File: config.mk
export PLATFORM = sky130hd
export DESIGN_NAME = tx_frame_scheduler
export DESIGN_NICKNAME = d
export VERILOG_FILES = /design/src/rtl/tx_sched_pkg.sv /design/src/rtl/tx_clk_ena_gen.sv /design/src/rtl/tx_frame_scheduler.sv
export SDC_FILE = /design/constraint.sdc
export NUM_CORES = 1
export LEC_CHECK = 0
export CAP_MARGIN = 25
export CORE_MARGIN = 2
export CORE_UTILIZATION = 55
export DETAILED_ROUTE_END_ITERATION = 7
export PLACE_DENSITY = 0.9
export RECOVER_POWER = 25
export SETUP_SLACK_MARGIN = 0.4
export SLEW_MARGIN = 10
export SYNTH_ARGS = -nofsm -noshare
export SYNTH_HDL_FRONTEND = slang
export SYNTH_SLANG_ARGS = --single-unit
export TNS_END_PERCENT = 1
File: constraint.sdc
create_clock -name clk -period 7.4 [get_ports clk]
set_input_delay 0.74 -clock clk [delete_from_list [all_inputs] [get_ports clk]]
set_output_delay 0.74 -clock clk [all_outputs]
set_load 0.01 [all_outputs]
File: src/rtl/tx_sched_pkg.sv
// Shared types and constants for the I/Q transmitter frame scheduler.
package tx_sched_pkg;

  typedef enum logic [2:0] {
    ST_IDLE,
    ST_ARMED,
    ST_PREAMBLE,
    ST_PAYLOAD,
    ST_TAIL
  } state_t;

  // Preamble alternates between these two values on the I rail; Q carries the complement.
  localparam logic [1:0] PREAMBLE_A = 2'b00;
  localparam logic [1:0] PREAMBLE_B = 2'b11;

  function automatic int max3(input int a, input int b, input int c);
    int m;
    m = (a > b) ? a : b;
    return (m > c) ? m : c;
  endfunction

endpackage

File: src/rtl/tx_clk_ena_gen.sv
// Free-running sample/symbol enable generator. The sample enable fires once every
// CLK_PER_SAM clocks; the symbol enable fires on every SAM_PER_SYM-th sample enable.
module tx_clk_ena_gen #(
  parameter int CLK_PER_SAM = 4,
  parameter int SAM_PER_SYM = 4
) (
  input  logic clk,
  input  logic reset,
  output logic sam_clk_ena,
  output logic sym_clk_ena
);

  localparam int C_W = $clog2(CLK_PER_SAM);
  localparam int S_W = $clog2(SAM_PER_SYM);

  logic [C_W-1:0] c_reg;
  logic [S_W-1:0] s_reg;

  // Enables are decoded from the counters so the first sample lands on cycle CLK_PER_SAM-1.
  assign sam_clk_ena = (c_reg == C_W'(CLK_PER_SAM - 1));
  assign sym_clk_ena = sam_clk_ena && (s_reg == S_W'(SAM_PER_SYM - 1));

  // Clock and sample counters; both restart from zero on reset.
  always_ff @(posedge clk) begin
    if (reset) begin
      c_reg <= '0;
      s_reg <= '0;
    end else begin
      if (sam_clk_ena) c_reg <= '0;
      else             c_reg <= c_reg + 1'b1;
      if (sym_clk_ena)      s_reg <= '0;
      else if (sam_clk_ena) s_reg <= s_reg + 1'b1;
    end
  end

endmodule

File: src/rtl/tx_frame_scheduler.sv
// Frame sequencer for the I/Q QAM transmitter: preamble, payload pulled by
// valid/ready, then idle tail symbols that flush the pulse-shaping filters.
module tx_frame_scheduler
  import tx_sched_pkg::*;
#(
  parameter int         CLK_PER_SAM  = 4,
  parameter int         SAM_PER_SYM  = 4,
  parameter int         PREAMBLE_LEN = 16,
  parameter int         TAIL_LEN     = 8,
  parameter int         LEN_W        = 10,
  parameter logic [1:0] IDLE_SYM     = 2'b00
) (
  input  logic             clk,
  input  logic             reset,
  input  logic             start,
  input  logic [LEN_W-1:0] frame_len,
  output logic             start_ack,
  input  logic             pay_valid,
  input  logic [1:0]       pay_i,
  input  logic [1:0]       pay_q,
  output logic             pay_ready,
  output logic             sam_clk_ena,
  output logic             sym_clk_ena,
  output logic [1:0]       syms_i,
  output logic [1:0]       syms_q,
  output logic             busy,
  output logic             done,
  output logic             underrun
);

  localparam int K_MAX = max3(PREAMBLE_LEN, TAIL_LEN, (1 << LEN_W) - 1);
  localparam int K_W   = $clog2(K_MAX + 1);

  state_t           state_reg;
  logic [K_W-1:0]   k_reg;       // symbols already issued in the current phase
  logic [LEN_W-1:0] len_reg;
  logic [1:0]       syms_i_reg;
  logic [1:0]       syms_q_reg;
  logic             start_ack_reg;
  logic             busy_reg;
  logic             done_reg;
  logic             underrun_reg;

  logic             pre_done;
  logic             pay_slot;
  logic             tail_enter;
  logic             tail_cont;
  logic             tail_last;
  logic [K_W-1:0]   tail_count;
  logic [K_W-1:0]   len_k;

  tx_clk_ena_gen #(
    .CLK_PER_SAM(CLK_PER_SAM),
    .SAM_PER_SYM(SAM_PER_SYM)
  ) u_ena (
    .clk        (clk),
    .reset      (reset),
    .sam_clk_ena(sam_clk_ena),
    .sym_clk_ena(sym_clk_ena)
  );

  assign len_k = K_W'(len_reg);

  // Slot decode: payload request slots and entry/continuation/end of the idle tail.
  always_comb begin
    pre_done   = (k_reg == K_W'(PREAMBLE_LEN));
    pay_slot   = 1'b0;
    tail_enter = 1'b0;
    tail_cont  = 1'b0;
    if (sym_clk_ena) begin
      case (state_reg)
        ST_PREAMBLE: begin
          if (pre_done && len_reg != '0) pay_slot   = 1'b1;
          if (pre_done && len_reg == '0) tail_enter = 1'b1;
        end
        ST_PAYLOAD: begin
          if (k_reg < len_k) pay_slot   = 1'b1;
          else               tail_enter = 1'b1;
        end
        ST_TAIL: tail_cont = 1'b1;
        default: ;
      endcase
      // A missing payload symbol aborts the frame straight into the tail.
      if (pay_slot && !pay_valid) tail_enter = 1'b1;
    end
    tail_count = tail_enter ? '0 : k_reg;
    tail_last  = (tail_enter || tail_cont) && (tail_count == K_W'(TAIL_LEN - 1));
  end

  assign pay_ready = pay_slot;
  assign start_ack = start_ack_reg;
  assign busy      = busy_reg;
  assign done      = done_reg;
  assign underrun  = underrun_reg;
  assign syms_i    = syms_i_reg;
  assign syms_q    = syms_q_reg;

  // Frame FSM with symbol counter and registered symbol/flag outputs.
  always_ff @(posedge clk) begin
    if (reset) begin
      state_reg     <= ST_IDLE;
      k_reg         <= '0;
      len_reg       <= '0;
      syms_i_reg    <= IDLE_SYM;
      syms_q_reg    <= IDLE_SYM;
      start_ack_reg <= 1'b0;
      busy_reg      <= 1'b0;
      done_reg      <= 1'b0;
      underrun_reg  <= 1'b0;
    end else begin
      start_ack_reg <= 1'b0;
      done_reg      <= 1'b0;
      // busy stays up through the done cycle and falls right after it.
      if (done_reg) busy_reg <= 1'b0;
      if (pay_slot && !pay_valid) underrun_reg <= 1'b1;

      case (state_reg)
        ST_IDLE: begin
          // busy_reg still high on the done cycle, so a start there is ignored.
          if (start && !busy_reg) begin
            start_ack_reg <= 1'b1;
            busy_reg      <= 1'b1;
            len_reg       <= frame_len;
            underrun_reg  <= 1'b0;
            k_reg         <= '0;
            state_reg     <= ST_ARMED;
          end
        end
        ST_ARMED: begin
          if (sym_clk_ena) begin
            syms_i_reg <= PREAMBLE_A;
            syms_q_reg <= ~PREAMBLE_A;
            k_reg      <= K_W'(1);
            state_reg  <= ST_PREAMBLE;
          end
        end
        ST_PREAMBLE, ST_PAYLOAD, ST_TAIL: begin
          if (sym_clk_ena) begin
            if (tail_last) begin
              syms_i_reg <= IDLE_SYM;
              syms_q_reg <= IDLE_SYM;
              done_reg   <= 1'b1;
              k_reg      <= '0;
              state_reg  <= ST_IDLE;
            end else if (tail_enter || tail_cont) begin
              syms_i_reg <= IDLE_SYM;
              syms_q_reg <= IDLE_SYM;
              k_reg      <= tail_count + 1'b1;
              state_reg  <= ST_TAIL;
            end else if (pay_slot) begin
              syms_i_reg <= pay_i;
              syms_q_reg <= pay_q;
              k_reg      <= (state_reg == ST_PAYLOAD) ? k_reg + 1'b1 : K_W'(1);
              state_reg  <= ST_PAYLOAD;
            end else begin
              syms_i_reg <= k_reg[0] ? PREAMBLE_B : PREAMBLE_A;
              syms_q_reg <= k_reg[0] ? ~PREAMBLE_B : ~PREAMBLE_A;
              k_reg      <= k_reg + 1'b1;
            end
          end
        end
        default: state_reg <= ST_IDLE;
      endcase
    end
  end

endmodule

After elaboration in Yosys (flattened, before gate mapping)
Index checks and enable logic that the tools add are counted.
{"block": "op_classes", "n_addsub": 4, "n_mul": 0, "div_mod_pow": 0, "order_cmp": 1, "eq_ne": 12, "shift": 0, "n_mux": 50, "bitwise": 3, "reduce_logical": 24}
{"operator": "$mux W10", "n": 8}
{"operator": "$pmux W10 S3", "n": 1}
{"operator": "$mux W2", "n": 12}
{"operator": "$add A10 B1 Y10 const B", "n": 2}
{"operator": "$mux W1", "n": 18}
{"operator": "$mux W3", "n": 6}
{"operator": "$eq A10 B3 Y1 const B", "n": 1}
{"operator": "$eq A10 B5 Y1 const B", "n": 1}
{"operator": "$logic_not A10 Y1", "n": 1}
{"operator": "$lt A10 B10 Y1", "n": 1}
{"operator": "$reduce_bool A10 Y1", "n": 1}
{"operator": "$pmux W3 S3", "n": 1}
{"operator": "$pmux W2 S2", "n": 2}
{"operator": "$reduce_and A4 Y1", "n": 2}
{"operator": "$logic_and A1 B1 Y1", "n": 7}
{"operator": "$eq A3 B2 Y1 const B", "n": 2}
{"operator": "$ne A2 B2 Y1 const B", "n": 3}
{"operator": "$reduce_or A2 Y1", "n": 3}
{"operator": "$reduce_or A3 Y1", "n": 2}
{"operator": "$add A2 B1 Y2 const B", "n": 2}
{"operator": "$eq A2 B2 Y1 const B", "n": 2}
{"operator": "$ne A4 B4 Y1 const B", "n": 1}
{"operator": "$pmux W1 S2", "n": 2}
{"operator": "$eq A3 B1 Y1 const B", "n": 1}
{"operator": "9 further kinds", "n": 12}
{"block": "totals", "regBits": 35, "latch_bits": 0, "ram_bits": 0, "romBits": 0, "elab_cells": 105, "mem_count": 0}

Depth between registers and ports, before layout
{"block": "depth", "ltp_word": 14, "mapped_depth": 17, "depth_no_buf": 16}

Hierarchy
A second synthesis with hierarchy kept.
{"block": "unflattened", "hier_cells": 248, "area_unflattened_um2": 2108.3}
{"mod": "tx_frame_scheduler", "instances": 1, "cells_each": 233, "area_per_inst_um2": 1941.9, "seq_area_each_um2": 620.6}
{"mod": "tx_clk_ena_gen", "instances": 1, "cells_each": 15, "area_per_inst_um2": 166.4, "seq_area_each_um2": 80.1}

Worst setup path after synthesis
Ideal clock, no wire load.
{"block": "synth_path", "path_type": "flip-flop to flip-flop", "startpoint": "register k_reg[7]", "endpoint": "register k_reg[4]", "setup_ns": 0.133, "arrival_time_ns": 3.335, "required_ns": 7.267, "setup_slack_ns": 3.932, "stages_incl_launch_ff": 17, "period_less_slack_ns": 3.468, "cell_sequence": "dfxtp_1 -> ha_1 -> nand4_1 -> nor2_1 -> a211oi_1 -> nand2_1 -> a32oi_1 -> buf_2 -> and2_1 -> ha_1 -> nand4_1 -> or4_4 -> a31o_4 -> nand2_4 -> o21ai_2 -> a21oi_2 -> a31oi_1"}
{"block": "synth_between", "elab_chain_len": 14, "elab_cells_between_ends": 25, "cone_classes": "add/sub: 1; order compare: 1; eq/ne: 2; mux: 16; reduce/logical: 5"}
{"element": "from (decl)", "line_no": "tx_frame_scheduler.sv:35", "text": "logic [K_W-1:0] k_reg;"}
{"element": "from (signal assigned)", "line_no": "tx_frame_scheduler.sv:148", "text": "k_reg <= tail_count + 1'b1;"}
{"element": "from (signal assigned)", "line_no": "tx_frame_scheduler.sv:153", "text": "k_reg <= (state_reg == ST_PAYLOAD) ? k_reg + 1'b1 : K_W'(1);"}
{"element": "from (signal assigned)", "line_no": "tx_frame_scheduler.sv:158", "text": "k_reg <= k_reg + 1'b1;"}
{"element": "branches (longest 11 deep; another with $lt A10 B10 Y1)"}
{"element": "$mux W10 *", "line_no": "tx_frame_scheduler.sv:139", "text": "if (tail_last) begin"}
{"element": "$mux W10 *", "line_no": "tx_frame_scheduler.sv:138", "text": "if (sym_clk_ena) begin"}
{"element": "$pmux W10 S3 *", "line_no": "tx_frame_scheduler.sv:117", "text": "case (state_reg)"}
Every way passes the cells marked *. The select of a mux whose other input is x is not followed.
A chain may end at the register's enable or synchronous reset.

Worst setup path in the final report
{"block": "layout_path", "startpoint": "register k_reg[4]", "endpoint": "register k_reg[8]"}
Same word-level chain as after synthesis.

==> impl_metrics.csv <==
group,metric,value,unit
yosys,ys_seq_area_share,32.1,%
sta,fmax,243,MHz
sta,fin_skew,3.61,ps
yosys,synthSimpleGateAreaFrac,28.2,%
setup_path,ff2ff_path_depth,16,
floorplan,pin_count,29,
floorplan,dieWidth,67.0,um
yosys,synth_xor_area_share,0.804,%
setup_path,worstSetupStartpointType,"flop",
hold_path,holdCritPathClass,"reg -> reg",
placement,gp_congestion,0.896,
run_status,violations,"max-capacitance violations",
setup_path,timing.rr.end,"k_reg[8]",
drt,avgRoutedWirePerCell,15.0,um
setup_path,cpMaxStageDelayCell,"dfxtp_1",
cts,cts_buffers,5,
sta,hold_viol,0,
global_routing,grt_usage,25.6,%
cts,clk_latency,290,ps
yosys,synth_area_leaders,"dfxtp_1 (32%), ha_1 (8.0%), mux2i_1 (6.0%), nor2_1 (5.0%), nand2_1 (4.6%)",
yosys,synthCells,276,
cts,postCtsSetupRepairBufs,0,
pwr,p_switching,0.000113,W
yosys,yosysTopAreaCell,"dfxtp_1",
global_routing,antenna_found_initial,0,
yosys,syn_area_per_cell,7.90,um^2
setup_path,crit_start,"k_reg[4]",
global_routing,overflow,0,
yosys,async_flop_share,0,%
floorplan,die_h,67.0,um
yosys,synth_top_family_by_area,"simple AND/OR/NAND/NOR gates",
setup_path,crit_path_end,"k_reg[8]",
cts,cts_sinks,35,
final_layout,antennaDiodeCount,0,
yosys,ys_ff_latch,35,
setup_path,cp-end-kind,"flop",
cts,clk_pin_slew,70,ps
yosys,synth_top_area_share,32.1,%
yosys,synth.distinct_cells,51,
setup_path,cp_cell_sequence,"ha_1 > nand4_1 > nor2_1 > a211oi_1 > nand2_1 > a32oi_1 > buf_4 > and2_1 > ha_1 > nand4_1 > or4_4 > a31o_4 > nand2_2 > nor2_1 > o211ai_1 > o211ai_1",
drt,finalWirelength,5200,um
yosys,synth_ff_type,"dfxtp_1",
floorplan,die_area,4480,um^2
yosys,synth_compound_area_share,18.1,%
pwr,p_leak,0.973,nW
yosys,synthAdderAreaFrac,8.04,%
global_routing,grt_pass1_wl,8740,um
sta,tightest_slew,1500,ps
sta,maxSlewViolCount,0,
sta,setup_tns,0,ps
setup_path,critPathBufInv,1,
setup_path,required,7570,ps
yosys,synthMuxAreaShare,6.49,%
yosys,syn_nets,308,
job,maxCapViolations,1,
global_routing,grtUsageMet3,5.57,%
yosys,synth.most_common_cell,"dfxtp_1",
pwr,clock_power_share,32.7,%
global_routing,grt_max_degree,36,
setup_path,cp_max_fo,10,
pwr,p_sw_share,27.5,%
setup_path,critPathKind,"reg -> reg",
cts,clk_path_buf_depth,2,
drt,via_per_inst,6.05,
setup_path,path_depth,16,
global_routing,met2_usage,42.6,%
cts,ctsResizeCount,0,
cts,cts_tree,"built",
drt,num_vias,2107,
sta,setup_violations,0,
sta,finalCriticalPeriod,4120,ps
placement,port_buffers,28,
global_routing,top_usage_layer,"met2",
pwr,pwr-share-seq,50.1,%
setup_path,arrival,4290,ps
final_layout,nets,331,
pwr,comb_power_share,17.3,%
floorplan,start_util,58.2,%
drt,ant_nets,0,
drt,dr.pass1.iters,5,
yosys,syn_area,2180,um^2
final_layout,fillers,303,
drt,drcViolationCount,0,
setup_path,r2r-start,"k_reg[4]",
sta,finalCritPeriodShare,55.7,%
run_status,status,"finished with violations",
final_layout,syn_to_final_growth,17.5,%
sta,slew_headroom,0.0785,%
placement,dpl_cell_area,2470,um^2
yosys,synth_common_cells,"dfxtp_1 (35), nor2_1 (29), nand2_1 (27), inv_1 (18)",
final_layout,final_design_area_no_fill,2560,um^2
final_layout,drive_above_1_share,7.67,%
cts,htree_levels,2,
pwr,ir_drop,0.126,mV
placement,dp_hpwl,3720,um
cts,cts_hold_buffers,0,
pwr,power_density,160,nW/um^2
setup_path,regToRegSetupSlack,3280,ps
drt,drtIter0Drc,216,
global_routing,first_global_vias,1969,
floorplan,coreArea,3740,um^2
pwr,power.internal,0.000297,W
setup_path,worst_path_largest_cell_delay,560,ps
final_layout,seq_area,701,um^2
final_layout,multi_input_area,1350,um^2
cts,cts_root_buf,"clkbuf_8",
global_routing,grt.met1_usage,31.0,%
floorplan,rows,22,
setup_path,critical-path-top-delay-family,"compound AO/OA/AOI/OAI gates",
yosys,synth_edf_count,0,
sta,rsz0062_at_grt,"false",
yosys,ys_warn_count,0,
==> power groups by stage <==
stage          Sequential (W)  Combinational (W)  Clock, W
3_5_place_dp         0.000209          0.0000709         0
3_3_place_gp         0.000209          0.0000684         0
4_1_cts              0.000205          0.0000711  0.000137
5_1_grt              0.000206          0.0000786  0.000142
6_report             0.000205          0.0000707  0.000134
2_1_floorplan        0.000206          0.0000493         0
==> cell families after synthesis <==
kind of cell / after synthesis
xor gates and xnor gates: 2
AOI/OAI and AO/OA: 58
buffers and inverters: 33
muxes: 14
and+or+nand+nor: 120
DFF: 35
adders and majority gates: 14
==> layout by cell type, fill, tap and decap left out, types with 3 or more instances in the layout <==
cell type and count:
nand2b_1 5, a31oi_1 7, o211ai_1 3, nand2_1 27
mux2i_1 13, nand3b_1 4, nor2b_1 5, inv_1 18
o21ai_2 3, nand4_1 11, a21o_1 3, clkdlybuf4s50_1 22
nor2_1 29, o21ai_0 3, dlygate4sd3_1 6, o21ai_1 7
clkbuf_8 5, a211oi_1 4, nor3_1 9, nand3_1 11
clkbuf_1 3, ha_1 14, a21oi_1 14, dfxtp_1 35
==> layer usage <==
layer / vias up / wire [um]
met4: 0 / 135
met5: - / 0
li1: 1034 / -
met3: 20 / 315
met2: 80 / 2510
met1: 973 / 2240
==> cell type report <==
cell class	instances	area share, %
well taps	48	2.35
clock buffers	7	2.98
multi-input cells	208	52.8
flip-flops and latches	35	27.4
repair buffers	31	11.7
inverters	18	2.64
clock inverters	1	0.196
==> stage by stage <==
step	hold slack (ps)	cells	util, %	total power (W)	worst slack (ps)
after floorplan	404	276	-	0.000255	3930
after global placement	416	339	66.1	0.000277	3230
after detailed placement	427	339	66.1	0.000280	3130
after CTS	437	347	68.3	0.000412	3140
after global routing	459	348	68.4	0.000426	2960
final	431	348	68.4	0.000410	3280
==> how the worst min path moves through the flow <==
stage / start / end / slack (ps) / cells past startpoint
after floorplan: u_ena.c_reg[0] / u_ena.c_reg[0] / 400 / 1
after global placement: u_ena.c_reg[0] / u_ena.c_reg[0] / 420 / 1
after detailed placement: u_ena.c_reg[0] / u_ena.c_reg[0] / 430 / 1
after CTS: u_ena.c_reg[0] / u_ena.c_reg[0] / 440 / 1
after global routing: u_ena.c_reg[0] / u_ena.c_reg[0] / 460 / 1
final: u_ena.c_reg[0] / u_ena.c_reg[0] / 430 / 1
Note: power is estimated with default switching activity, not from simulation.
